## config.mk

```make
export PLATFORM = sky130hd
export DESIGN_NAME = vlane_seq_divider
export DESIGN_NICKNAME = d
export VERILOG_FILES = /design/src/rtl/vlane_seq_divider.sv
export SDC_FILE = /design/constraint.sdc
export NUM_CORES = 1
export LEC_CHECK = 0
export ABC_CLOCK_PERIOD_IN_PS = 3800
export BUFFER_PORTS_ARGS = -buffer_cell sky130_fd_sc_hd__buf_2
export CORE_ASPECT_RATIO = 1.1
export CORE_MARGIN = 2
export CORE_UTILIZATION = 55
export CTS_BUF_LIST = sky130_fd_sc_hd__clkbuf_8
export DETAILED_ROUTE_END_ITERATION = 8
export MAX_ROUTING_LAYER = met4
export PLACE_DENSITY_LB_ADDON = 0.08
export SLEW_MARGIN = 5
export SYNTH_ARGS = -nofsm -noshare
export SYNTH_HDL_FRONTEND = slang
export SYNTH_SLANG_ARGS = --single-unit
```

## constraint.sdc

```tcl
create_clock -name CLK -period 3.8 [get_ports CLK]
set_clock_uncertainty 0.05 [all_clocks]
set_input_delay 0.57 -clock CLK [delete_from_list [all_inputs] [get_ports CLK]]
set_output_delay 0.57 -clock CLK [all_outputs]
set_load 0.02 [all_outputs]
```

## src/rtl/vlane_seq_divider.sv

```systemverilog
// vlane_seq_divider
// -----------------
// Multicycle radix-2 restoring divider behind the divide-unit port of a
// vector lane. It produces one WIDTH-bit quotient or remainder per request,
// following RISC-V div/divu/rem/remu semantics, including the divide-by-zero
// and signed-overflow results.
//
// Handshake: the lane pulses start_div for one cycle. The pulse is taken only
// while the unit is idle (busy_du = 0 and done_du = 0); a pulse at any other
// time is dropped. Operands are captured in that cycle and are not looked at
// again. done_du pulses once, for a single cycle, and wdata_du is valid from
// that cycle until the next accepted start. No backpressure is possible on
// the result side.
//
// Ports
//   CLK            clock, rising edge
//   nRST           asynchronous active-low reset
//   start_div      request strobe
//   vs2_data       dividend
//   vs1_data       divisor
//   div_type       0 = quotient, 1 = remainder
//   is_signed_div  1 = two's-complement operands, 0 = unsigned
//   wdata_du       result (registered)
//   busy_du        unit occupied (CALC/FIX)
//   done_du        one-cycle result-valid pulse
//   exception_du   tied to 0, divide faults never trap
//   state_dbg      current FSM state (0 IDLE, 1 CALC, 2 FIX, 3 DONE)

module vlane_seq_divider #(
  parameter int WIDTH = 32
) (
  input  logic             CLK,
  input  logic             nRST,
  input  logic             start_div,
  input  logic [WIDTH-1:0] vs2_data,
  input  logic [WIDTH-1:0] vs1_data,
  input  logic             div_type,
  input  logic             is_signed_div,
  output logic [WIDTH-1:0] wdata_du,
  output logic             busy_du,
  output logic             done_du,
  output logic             exception_du,
  output logic [1:0]       state_dbg
);

  localparam int CW = (WIDTH > 1) ? $clog2(WIDTH) : 1;
  localparam logic [CW-1:0]    LAST_ITER = CW'(WIDTH - 1);
  localparam logic [WIDTH-1:0] ONE       = WIDTH'(1);
  localparam logic [WIDTH-1:0] MIN_NEG   = {1'b1, {(WIDTH-1){1'b0}}};

  typedef enum logic [1:0] {
    S_IDLE = 2'd0,
    S_CALC = 2'd1,
    S_FIX  = 2'd2,
    S_DONE = 2'd3
  } state_t;

  state_t state_q;
  state_t state_d;

  // Datapath registers. quo_q starts out holding the dividend magnitude and
  // is shifted left once per iteration; the dividend bit leaving the top
  // feeds the partial remainder while the new quotient bit enters at the
  // bottom, so after WIDTH iterations it holds the quotient magnitude.
  logic [WIDTH-1:0] quo_q;
  logic [WIDTH:0]   rem_q;
  logic [WIDTH-1:0] divisor_q;
  logic [CW-1:0]    iter_q;
  logic             neg_quo_q;
  logic             neg_rem_q;
  logic             type_q;

  // Start-cycle decode.
  logic             accept;
  logic             vs2_neg;
  logic             vs1_neg;
  logic [WIDTH-1:0] vs2_mag;
  logic [WIDTH-1:0] vs1_mag;
  logic             div_by_zero;
  logic             signed_ovf;
  logic             special;
  logic [WIDTH-1:0] special_res;

  // Iteration datapath.
  logic [WIDTH+1:0] partial;
  logic [WIDTH+1:0] trial;
  logic             q_bit;

  // Sign fix-up datapath.
  logic [WIDTH-1:0] quo_fixed;
  logic [WIDTH-1:0] rem_fixed;

  assign accept  = start_div && (state_q == S_IDLE);
  assign vs2_neg = is_signed_div && vs2_data[WIDTH-1];
  assign vs1_neg = is_signed_div && vs1_data[WIDTH-1];
  assign vs2_mag = vs2_neg ? (~vs2_data + ONE) : vs2_data;
  assign vs1_mag = vs1_neg ? (~vs1_data + ONE) : vs1_data;

  assign div_by_zero = (vs1_data == '0);
  assign signed_ovf  = is_signed_div && (vs2_data == MIN_NEG) && (vs1_data == '1);
  assign special     = div_by_zero || signed_ovf;

  // Divide-by-zero returns all ones / the untouched dividend; the signed
  // overflow case returns the dividend / zero. Both bypass the iteration.
  always_comb begin
    special_res = '0;
    if (div_by_zero) begin
      special_res = div_type ? vs2_data : '1;
    end else if (signed_ovf) begin
      special_res = div_type ? '0 : vs2_data;
    end
  end

  // Restoring step: shift the next dividend bit into the partial remainder
  // and trial-subtract the divisor. The remainder never exceeds the divisor,
  // so the extra top bit of trial is a clean borrow flag.
  assign partial = {rem_q, quo_q[WIDTH-1]};
  assign trial   = partial - {2'b00, divisor_q};
  assign q_bit   = ~trial[WIDTH+1];

  assign quo_fixed = neg_quo_q ? (~quo_q + ONE) : quo_q;
  assign rem_fixed = neg_rem_q ? (~rem_q[WIDTH-1:0] + ONE) : rem_q[WIDTH-1:0];

  // Next-state logic.
  always_comb begin
    state_d = state_q;
    unique case (state_q)
      S_IDLE: begin
        if (start_div) begin
          state_d = special ? S_DONE : S_CALC;
        end
      end
      S_CALC: begin
        if (iter_q == LAST_ITER) begin
          state_d = S_FIX;
        end
      end
      S_FIX:   state_d = S_DONE;
      S_DONE:  state_d = S_IDLE;
      default: state_d = S_IDLE;
    endcase
  end

  always_ff @(posedge CLK or negedge nRST) begin
    if (!nRST) begin
      state_q <= S_IDLE;
    end else begin
      state_q <= state_d;
    end
  end

  // Status outputs are registered from the next state so they line up with
  // the state they describe without a decode after the flops.
  always_ff @(posedge CLK or negedge nRST) begin
    if (!nRST) begin
      busy_du <= 1'b0;
      done_du <= 1'b0;
    end else begin
      busy_du <= (state_d == S_CALC) || (state_d == S_FIX);
      done_du <= (state_d == S_DONE);
    end
  end

  // Operand capture and iteration.
  always_ff @(posedge CLK or negedge nRST) begin
    if (!nRST) begin
      quo_q     <= '0;
      rem_q     <= '0;
      divisor_q <= '0;
      iter_q    <= '0;
      neg_quo_q <= 1'b0;
      neg_rem_q <= 1'b0;
      type_q    <= 1'b0;
    end else if (accept) begin
      quo_q     <= vs2_mag;
      rem_q     <= '0;
      divisor_q <= vs1_mag;
      iter_q    <= '0;
      neg_quo_q <= vs2_neg ^ vs1_neg;
      neg_rem_q <= vs2_neg;
      type_q    <= div_type;
    end else if (state_q == S_CALC) begin
      quo_q  <= {quo_q[WIDTH-2:0], q_bit};
      rem_q  <= q_bit ? trial[WIDTH:0] : partial[WIDTH:0];
      iter_q <= iter_q + CW'(1);
    end
  end

  // Result register: loaded directly for special cases at start, otherwise
  // in FIX once the sign corrections are applied.
  always_ff @(posedge CLK or negedge nRST) begin
    if (!nRST) begin
      wdata_du <= '0;
    end else if (accept && special) begin
      wdata_du <= special_res;
    end else if (state_q == S_FIX) begin
      wdata_du <= type_q ? rem_fixed : quo_fixed;
    end
  end

  assign exception_du = 1'b0;
  assign state_dbg    = state_q;

endmodule
```

==> results of run 1 <==
-- where the power goes --
part	internal [mW]	switching, mW
clock network	0.521	0.631
registers	2.22	0.878
logic	3.16	4.29
-- registers in the layout, indices dropped and copies added, names as in the netlist --
name and cells:
rem_q 33, divisor_q 32, quo_q 32, wdata_du 32
iter_q 5, state_dbg 2, busy_du 1, done_du 1
neg_quo_q 1, neg_rem_q 1, type_q 1
-- worst max-delay path, stage by stage (launching register included) --
cell	delay [ns]
dfrtp_1	0.39
inv_1	0.15
ha_1	0.21
inv_1	0.06
fa_1	0.42
a211oi_1	0.41
o21ai_0	0.18
a211oi_1	0.25
buf_4	0.18
a211oi_1	0.11
o21ai_0	0.37
a211oi_1	0.12
o21ai_0	0.28
o211a_1	0.20
o211ai_1	0.09
-- cell type report --
class / count / share of cell area
clock buffers: 18 / 0.02080
inverters: 54 / 0.01702
flip-flops and latches: 141 / 0.2962
multi-input cells: 1067 / 0.5585
well taps: 247 / 0.02595
repair buffers: 146 / 0.07279
clock inverters: 14 / 0.008719
-- routing by layer --
layer,vias to the layer above,wire (µm),share of wire
met2,397,14960,0.47
met5,-,0,0
met4,0,1190,0.037
li1,4999,-,-
met1,4929,13980,0.44
met3,75,1757,0.055
-- cell usage after synthesis (3+ instances only) --
master	n	area, µm²
buf_1	6	22.52
o211ai_1	15	112.6
inv_1	54	202.7
xor2_1	70	613.1
or4_4	3	33.78
dfrtp_1	141	3528
a221o_1	4	40.04
o21ai_0	179	895.9
a22oi_1	33	247.7
xnor2_1	71	621.9
a211oi_1	10	75.07
and3_1	11	68.82
buf_2	8	40.04
o31a_1	3	26.28
nor4_1	12	75.07
clkbuf_1	63	236.5
a21oi_1	67	335.3
a21o_1	10	75.07
a21boi_0	3	22.52
nand3_1	83	415.4
or4_1	11	82.58
and2_1	8	50.05
ha_1	40	500.5
o41ai_1	16	140.1
a31oi_1	23	143.9
o21a_1	8	60.06
nand2_1	156	585.6
nand4_1	20	125.1
o21bai_1	4	30.03
a32oi_1	6	52.55
nor2b_1	7	43.79
nand2b_1	12	75.07
nor3_1	12	60.06
mux2i_1	4	40.04
o31ai_1	23	172.7
nor2_1	94	352.8
or3_1	7	43.79
-- cells in the final DEF, fill, tap and decap left out, types with 11 or more instances in the layout --
cell        n
o31ai_1    23
o41ai_1    16
a31oi_1    22
nand2_1   155
o21ai_0   179
nand2b_1   12
o211ai_1   15
nand4_1    20
inv_1      56
xnor2_1    71
dfrtp_1   141
buf_2     103
nand3_1    83
nor4_1     12
nor2_1     93
nor3_1     12
ha_1       40
a22oi_1    33
clkbuf_8   18
buf_4      40
and3_1     11
a21oi_1    67
or4_1      11
xor2_1     70
-- cells by family (layout without fill, tap and decap cells) --
family | after synthesis | in the layout | synth area share
simple gates | 452 | 452 | 0.2016
compound gates | 426 | 426 | 0.2481
xor+xnor | 143 | 143 | 0.1188
flops | 141 | 141 | 0.3308
buf+inv | 132 | 232 | 0.04774
fa+ha+maj | 41 | 41 | 0.04880
mux | 4 | 4 | 0.003754
other cells | 1 | 1 | 0.0003516
-- final timing paths --
path | from | end | depth (start not counted)
setup reg to reg | quo_q[31] | rem_q[32] | 14
hold reg to reg | divisor_q[12] | divisor_q[12] | 2
max in group asynchronous | nRST | rem_q[3] | 2
hold / removal | nRST | wdata_du[11] | 1
min in group CLK | is_signed_div | neg_quo_q | 3
setup / recovery | quo_q[31] | rem_q[32] | 14
==> flow_summary.json, run 1 <==
{
  "status": "finished clean",
  "met2_usage": 0.5190,
  "diodes": 0,
  "n_fill_cell": 1757,
  "final_nets": 1537,
  "vdd_drop_max_v": 0.0005491,
  "worst_slew_pin_slew_ns": 0.8974,
  "track_usage": 0.3312,
  "ys_seq_elements": 141,
  "grt_max_degree": 70,
  "maxCapViolations": 0,
  "setup_viol": 0,
  "arrival_ns": 3.88,
  "tritoncts.num_buffers": 17,
  "final.setup.worst_slack_ns": 0.2208,
  "fp.dieW_um": 136.8,
  "tns_ns": 0,
  "leakage_nw": 5.159,
  "postLayoutCoreUtil": 0.6237,
  "cp-start-kind": "flop",
  "cts_htree_levels": 4,
  "clockBufferDepth": 2,
  "viasPerCell": 6.165,
  "worst_setup_path_end_kind": "flop",
  "cts_resized": 0,
  "hp-class": "input port to asynchronous set/reset pin",
  "path_class": "flop to flop",
  "worst_hold_slack_ns": 0.05173,
  "synth.distinct_cells": 72,
  "dr.pass1.iters": 7,
  "portBuffers": 104,
  "antenna_found_initial": 0,
  "dpl_worst_slack_ns": 0.1572,
  "yosysWarnings": 0,
  "period_needed_ns": 3.579,
  "hold_buffers": 0,
  "syn_inst": 1340,
  "initial_core_util": 0.5585,
  "total_power_mw": 11.70,
  "grt_first_pass_wirelength_um": 51750,
  "multiInputGateArea_um2": 6653,
  "power_density_nw_per_um2": 982.7,
  "synth_edf_count": 0,
  "clk_latency_ns": 0.48,
  "cts_setup_buffers": 0,
  "placed_cells": 1655,
  "grt_pass1_vias": 9804,
  "avgSynthCellArea_um2": 7.960,
  "crit_required_ns": 4.10,
  "rows": 53,
  "clk_pin_slew_ns": 0.09,
  "final-instance-count-excl-fill": 1687,
  "drt_wl_total_um": 31890,
  "met1_usage": 0.4324,
  "placed_cell_area_um2": 11550,
  "dieArea_um2": 20530,
  "mappedNetlistArea_um2": 10670,
  "ioPinCount": 106,
  "slew_headroom": 0.4017,
  "grt_util_met3": 0.04675,
  "reg2reg_slack_ns": 0.22,
  "hpwl_um": 23600,
  "ys_seq_area_frac": 0.3308,
  "fin_crit_sh": 0.9419,
  "coreArea_um2": 19100,
  "initialDrtViolationCount": 888,
  "synthesis.nets": 1450,
  "report.final.slew_viol_count": 0,
  "clock.fmax_mhz": 279.4,
  "cts_tree": "built",
  "grt_remaining_overflow": 0,
  "die_height_um": 150.1,
  "busiest_layer": "met2",
  "root_buffer": "clkbuf_8",
  "routed-via-count": 10400,
  "cp_max_fo": 4,
  "antenna_left": 0,
  "seq_area_um2": 3528,
  "hold_violations": 0,
  "drive_gt1_frac": 0.1375,
  "rsz0062_at_grt": "false",
  "drc": 0,
  "synthToLayoutAreaGrowth_pct": 11.67,
  "clock-sinks": 141,
  "final_area_um2": 11910,
  "gp_congestion": 0.9782,
  "synthArstFlopShare": 1.000,
  "detail_route.wl_per_cell_um": 18.90,
  "synthFlopType": "dfrtp_1"
}
No activity file was read; power rests on OpenSTA's default activity.
==> run 2: changes to the inputs <==
--- a/config.mk
+++ b/config.mk
@@ -12,6 +12,8 @@
 export CORE_UTILIZATION = 55
 export CTS_BUF_LIST = sky130_fd_sc_hd__clkbuf_8
 export DETAILED_ROUTE_END_ITERATION = 8
+export GPL_ROUTABILITY_DRIVEN = 0
+export HOLD_SLACK_MARGIN = 0.03
 export MAX_ROUTING_LAYER = met4
 export PLACE_DENSITY_LB_ADDON = 0.08
 export SLEW_MARGIN = 5
==> constraint.sdc (replaced) <==
create_clock -name CLK -period 3.8 [get_ports CLK]
set_clock_uncertainty 0.05 [all_clocks]
set_input_delay 0.57 -clock CLK [delete_from_list [all_inputs] [get_ports CLK]]
set_output_delay 0.57 -clock CLK [all_outputs]
set_load 0.01 [all_outputs]
==> run 2 against run 1 <==
Register-to-register slack improved by 0.07 ns. Final area up 1.1%. Sequential share of layout area down 0.32 points. Count of clock-buffer cells in the layout did not move. Highest routed layer unchanged. Power is 1.0% higher. Largest power group unchanged. Global-route usage fell by 0.42 points. Critical path depth decreased by 4. Via count hardly changed. Largest cell class unchanged. Setup slack improved by 0.070 ns.
==> flow_summary.json, run 2 (synthesis gave the netlist of run 1 again) <==
{
  "leakage_nw": 5.227,
  "path_class": "flop to flop",
  "tns_ns": 0,
  "grt_max_degree": 87,
  "clock-sinks": 141,
  "clk_pin_slew_ns": 0.08,
  "cts_tree": "built",
  "status": "finished clean",
  "cts_htree_levels": 4,
  "antenna_left": 0,
  "clock.fmax_mhz": 284.9,
  "report.final.slew_viol_count": 0,
  "setup_viol": 0,
  "diodes": 0,
  "drc": 0,
  "routed-via-count": 10410,
  "layout_commonest_cell": "o21ai_0",
  "die_height_um": 150.1,
  "crit_required_ns": 4.10,
  "detail_route.wl_per_cell_um": 18.83,
  "dr.pass1.iters": 6,
  "clockBufferDepth": 2,
  "fin_crit_sh": 0.9235,
  "drive_gt1_frac": 0.1423,
  "slew_headroom": 0.3874,
  "rows": 53,
  "root_buffer": "clkbuf_8",
  "power_density_nw_per_um2": 981.7,
  "grt_util_met3": 0.03625,
  "grt_remaining_overflow": 0,
  "final-instance-count-excl-fill": 1695,
  "cp_num_buf_inv": 0,
  "portBuffers": 104,
  "dieArea_um2": 20530,
  "arrival_ns": 3.81,
  "met2_usage": 0.5193,
  "clk_latency_ns": 0.47,
  "initial_core_util": 0.5585,
  "period_needed_ns": 3.509,
  "ioPinCount": 106,
  "hp-class": "input port to asynchronous set/reset pin",
  "worst_setup_path_end_kind": "flop",
  "cts_resized": 0,
  "largest_reg_flops": 33,
  "cts_setup_buffers": 0,
  "synthToLayoutAreaGrowth_pct": 12.90,
  "drt_wl_total_um": 31920,
  "cp-start-kind": "flop",
  "track_usage": 0.3270,
  "worst_slew_pin_slew_ns": 0.9189,
  "crit_top_cell": "a21oi_1",
  "coreArea_um2": 19100,
  "hpwl_um": 23860,
  "critPathMaxStageDelay_ns": 0.53,
  "hold_violations": 0,
  "crit_chain": "ha_1, a21oi_1, o21ai_0, a2111oi_0, a211oi_1, a21oi_1, a31oi_2, xnor2_2, nor2_1, a221o_1",
  "slowest_stage": "xnor2_2",
  "met1_usage": 0.4252,
  "tritoncts.num_buffers": 17,
  "placed_cells": 1663,
  "hold_buffers": 0,
  "maxCapViolations": 0,
  "largest-register": "rem_q",
  "viasPerCell": 6.139,
  "fp.dieW_um": 136.8,
  "antenna_found_initial": 0,
  "cpLargestDelayFamily": "compound AO/OA/AOI/OAI gates",
  "grt_pass1_vias": 9720,
  "final_cell_mix": "o21ai_0 (179), nand2_1 (155), dfrtp_1 (141), buf_2 (103), nor2_1 (93)",
  "busiest_layer": "met2",
  "rsz0062_at_grt": "false",
  "final_nets": 1545,
  "initialDrtViolationCount": 928,
  "vdd_drop_max_v": 0.0006274,
  "grt_first_pass_wirelength_um": 50950,
  "cp_max_fo": 13
}
-- run 2: power by group --
part	leakage [nW]	switching, mW	internal, mW	total (mW)
clock network	0.221	0.619	0.722	1.34
registers	1.76	0.826	2.22	3.04
logic	3.25	4.26	3.18	7.44
total	5.23	5.70	6.12	11.8
-- run 2: worst reg2reg max path: stages, from the launching register on --
cell and delay, ns:
dfrtp_1 0.47, ha_1 0.34, a21oi_1 0.18, o21ai_0 0.15
a2111oi_0 0.38, a211oi_1 0.19, a21oi_1 0.35, a31oi_2 0.20
xnor2_2 0.53, nor2_1 0.18, a221o_1 0.38
-- run 2: area by class of cell --
cell class / instances / area [µm²]
repair buffers: 154 / 927.1
multi-input cells: 1067 / 6651
clock inverters: 14 / 176.4
inverters: 54 / 202.7
fillers: 1744 / 7056
clock buffers: 18 / 247.7
flip-flops and latches: 141 / 3528
well taps: 247 / 309.0
-- run 2: path summary, 6_finish.rpt --
check	start	endpoint	slack, ns	cells past startpoint
max	rem_q[13]	rem_q[19]	0.29	10
min	nRST	wdata_du[11]	0.11	1
min reg2reg	divisor_q[8]	divisor_q[8]	0.43	2
max reg2reg	rem_q[13]	rem_q[19]	0.29	10
max in group asynchronous	nRST	divisor_q[25]	2.76	2
min in group CLK	is_signed_div	neg_quo_q	0.34	3
-- run 2: stage by stage --
stage / hold slack, ns / util / total power, mW / cell area [µm²] / setup WS, ns
global placement: 0.4141 / 0.6081 / 10.23 / 11610 / 0.2627
floorplan: 0.2244 / - / 8.302 / 10670 / 0.5657
finish: 0.1140 / 0.6306 / 11.82 / 12040 / 0.2905
global route: 0.1555 / 0.6306 / 12.86 / 12040 / 0.09474
detailed placement: 0.4205 / 0.6081 / 10.37 / 11610 / 0.2239
CTS: 0.1319 / 0.6303 / 11.74 / 12040 / 0.2540
-- run 2: routing by layer --
metal	vias up	wire length (µm)
met3	64	1697
met2	355	15400
li1	5008	-
met1	4978	13650
met5	-	0
met4	0	1170
==> run 3: changes to the inputs <==
--- a/config.mk
+++ b/config.mk
@@ -11,11 +11,12 @@
 export CORE_MARGIN = 2
 export CORE_UTILIZATION = 55
 export CTS_BUF_LIST = sky130_fd_sc_hd__clkbuf_8
+export CTS_CLUSTER_SIZE = 28
 export DETAILED_ROUTE_END_ITERATION = 8
 export GPL_ROUTABILITY_DRIVEN = 0
 export HOLD_SLACK_MARGIN = 0.03
 export MAX_ROUTING_LAYER = met4
-export PLACE_DENSITY_LB_ADDON = 0.08
+export PLACE_DENSITY = 0.8
 export SLEW_MARGIN = 5
 export SYNTH_ARGS = -nofsm -noshare
 export SYNTH_HDL_FRONTEND = slang
==> run 3 against run 2 <==
Sequential share of layout area grew 0.13 points. Critical endpoint is now rem_q[7]. Critical path depth grew 1. Core utilization shrank 0.27 points. Maximum frequency shrank 2.0%. First-iteration DRC count grew 18%. Sequential power grew 2%. Combinational power shrank 1%. Count of clock-buffer cells in the layout grew 4. Power grew 0.46%. Setup slack lost 0.071 ns.
==> flow_summary.json, run 3 (synthesis gave the netlist of run 1 again) <==
{
  "status": "finished clean",
  "viasPerCell": 6.298,
  "cts_resized": 0,
  "slowest_stage": "or4_1",
  "diodes": 0,
  "slew_headroom": 0.4449,
  "initial_core_util": 0.5585,
  "setup_viol": 0,
  "clock.fmax_mhz": 279.3,
  "fin_crit_sh": 0.9422,
  "tns_ns": 0,
  "path_class": "flop to flop",
  "clk_pin_slew_ns": 0.08,
  "crit_required_ns": 4.15,
  "antenna_left": 0,
  "ioPinCount": 106,
  "grt_max_degree": 61,
  "rsz0062_at_grt": "false",
  "synthToLayoutAreaGrowth_pct": 12.42,
  "cp_max_fo": 28,
  "leakage_nw": 5.172,
  "period_needed_ns": 3.580,
  "dpl_worst_slack_ns": 0.3134,
  "tritoncts.num_buffers": 17,
  "largest_reg_flops": 33,
  "cts_tree": "built",
  "track_usage": 0.3175,
  "rows": 53,
  "maxCapViolations": 0,
  "grt_first_pass_wirelength_um": 49910,
  "power_density_nw_per_um2": 990.5,
  "detail_route.wl_per_cell_um": 18.48,
  "worst_setup_path_end_kind": "flop",
  "drive_gt1_frac": 0.1345,
  "cp-start-kind": "flop",
  "clockBufferDepth": 2,
  "report.final.slew_viol_count": 0,
  "critPathMaxStageDelay_ns": 0.50,
  "drc": 0,
  "hp-class": "input port to asynchronous set/reset pin",
  "vdd_drop_max_v": 0.0005716,
  "crit_chain": "ha_1, a211oi_1, o21ai_0, a2111oi_0, a211oi_1, a21oi_1, a31oi_2, xnor2_2, buf_12, or4_1, nand3_1",
  "grt_remaining_overflow": 0,
  "largest-register": "rem_q",
  "worst_slew_pin_slew_ns": 0.8327,
  "final.setup.worst_slack_ns": 0.2196,
  "clk_latency_ns": 0.47,
  "cts_setup_buffers": 0,
  "routed-via-count": 10590,
  "coreArea_um2": 19100,
  "dr.pass1.iters": 5,
  "portBuffers": 104,
  "hold_violations": 0,
  "initialDrtViolationCount": 1099,
  "die_height_um": 150.1,
  "root_buffer": "clkbuf_8",
  "arrival_ns": 3.93,
  "hold_buffers": 0,
  "crit_top_cell": "a211oi_1",
  "final_cell_mix": "o21ai_0 (179), nand2_1 (155), dfrtp_1 (141), buf_2 (103), nor2_1 (93)",
  "grt_pass1_vias": 9698,
  "final-instance-count-excl-fill": 1682,
  "worst_hold_slack_ns": 0.01229,
  "dieArea_um2": 20530,
  "antenna_found_initial": 0,
  "placed_cells": 1650,
  "drt_wl_total_um": 31090,
  "clock-sinks": 141,
  "cts_htree_levels": 4,
  "final_nets": 1532,
  "fp.dieW_um": 136.8,
  "layout_commonest_cell": "o21ai_0",
  "hpwl_um": 23020
}
## run 3: through the flow
| step | cell area (µm²) | power, mW | util |
|---|---|---|---|
| after CTS | 11990 | 11.75 | 0.6279 |
| after detailed placement | 11530 | 10.27 | 0.6036 |
| after global placement | 11530 | 10.01 | 0.6036 |
| final | 11990 | 11.88 | 0.6279 |
| after floorplan | 10670 | 8.302 | - |
| after global routing | 11990 | 12.87 | 0.6279 |
## run 3: area by class of cell
type | instances | area (µm²)
clock buffer | 22 | 302.8
clock inverter | 10 | 160.2
fill | 1661 | 7107
inverter | 54 | 202.7
multi-input combinational | 1067 | 6646
sequential | 141 | 3528
tap | 247 | 309.0
timing repair buffer | 141 | 842.1
## run 3: worst paths after layout
| kind | start | endpoint | slack, ns | cells past startpoint |
|---|---|---|---|---|
| min reg2reg | divisor_q[14] | divisor_q[14] | 0.43 | 2 |
| min | nRST | quo_q[10] | 0.01 | 1 |
| max in group asynchronous | nRST | quo_q[20] | 2.87 | 2 |
| max reg2reg | rem_q[5] | rem_q[7] | 0.22 | 11 |
| max | rem_q[5] | rem_q[7] | 0.22 | 11 |
| min in group CLK | is_signed_div | neg_quo_q | 0.36 | 3 |
## run 3: power by group
part / internal [mW] / switching (mW)
logic: 3.15 / 4.21
registers: 2.22 / 0.884
clock network: 0.801 / 0.611
total: 6.17 / 5.71
## run 3: metal layers
metal / routed length [µm] / vias to the layer above / global-route usage
met5: 0 / - / -
met4: 1115 / 0 / 0.1345
met3: 1971 / 101 / 0.04404
met2: 15070 / 470 / 0.5043
met1: 12930 / 5047 / 0.4067
li1: - / 4975 / -
## run 3: worst max-delay path: cells and delay by family (launching register included)
family / cells / cell delay [ns]
AO/OA/AOI/OAI: 6 / 1.75
XOR/XNOR: 1 / 0.19
adder cells (fa/ha/maj): 1 / 0.37
buffers and inverters: 1 / 0.18
flip-flops: 1 / 0.38
AND/OR/NAND/NOR: 2 / 0.59
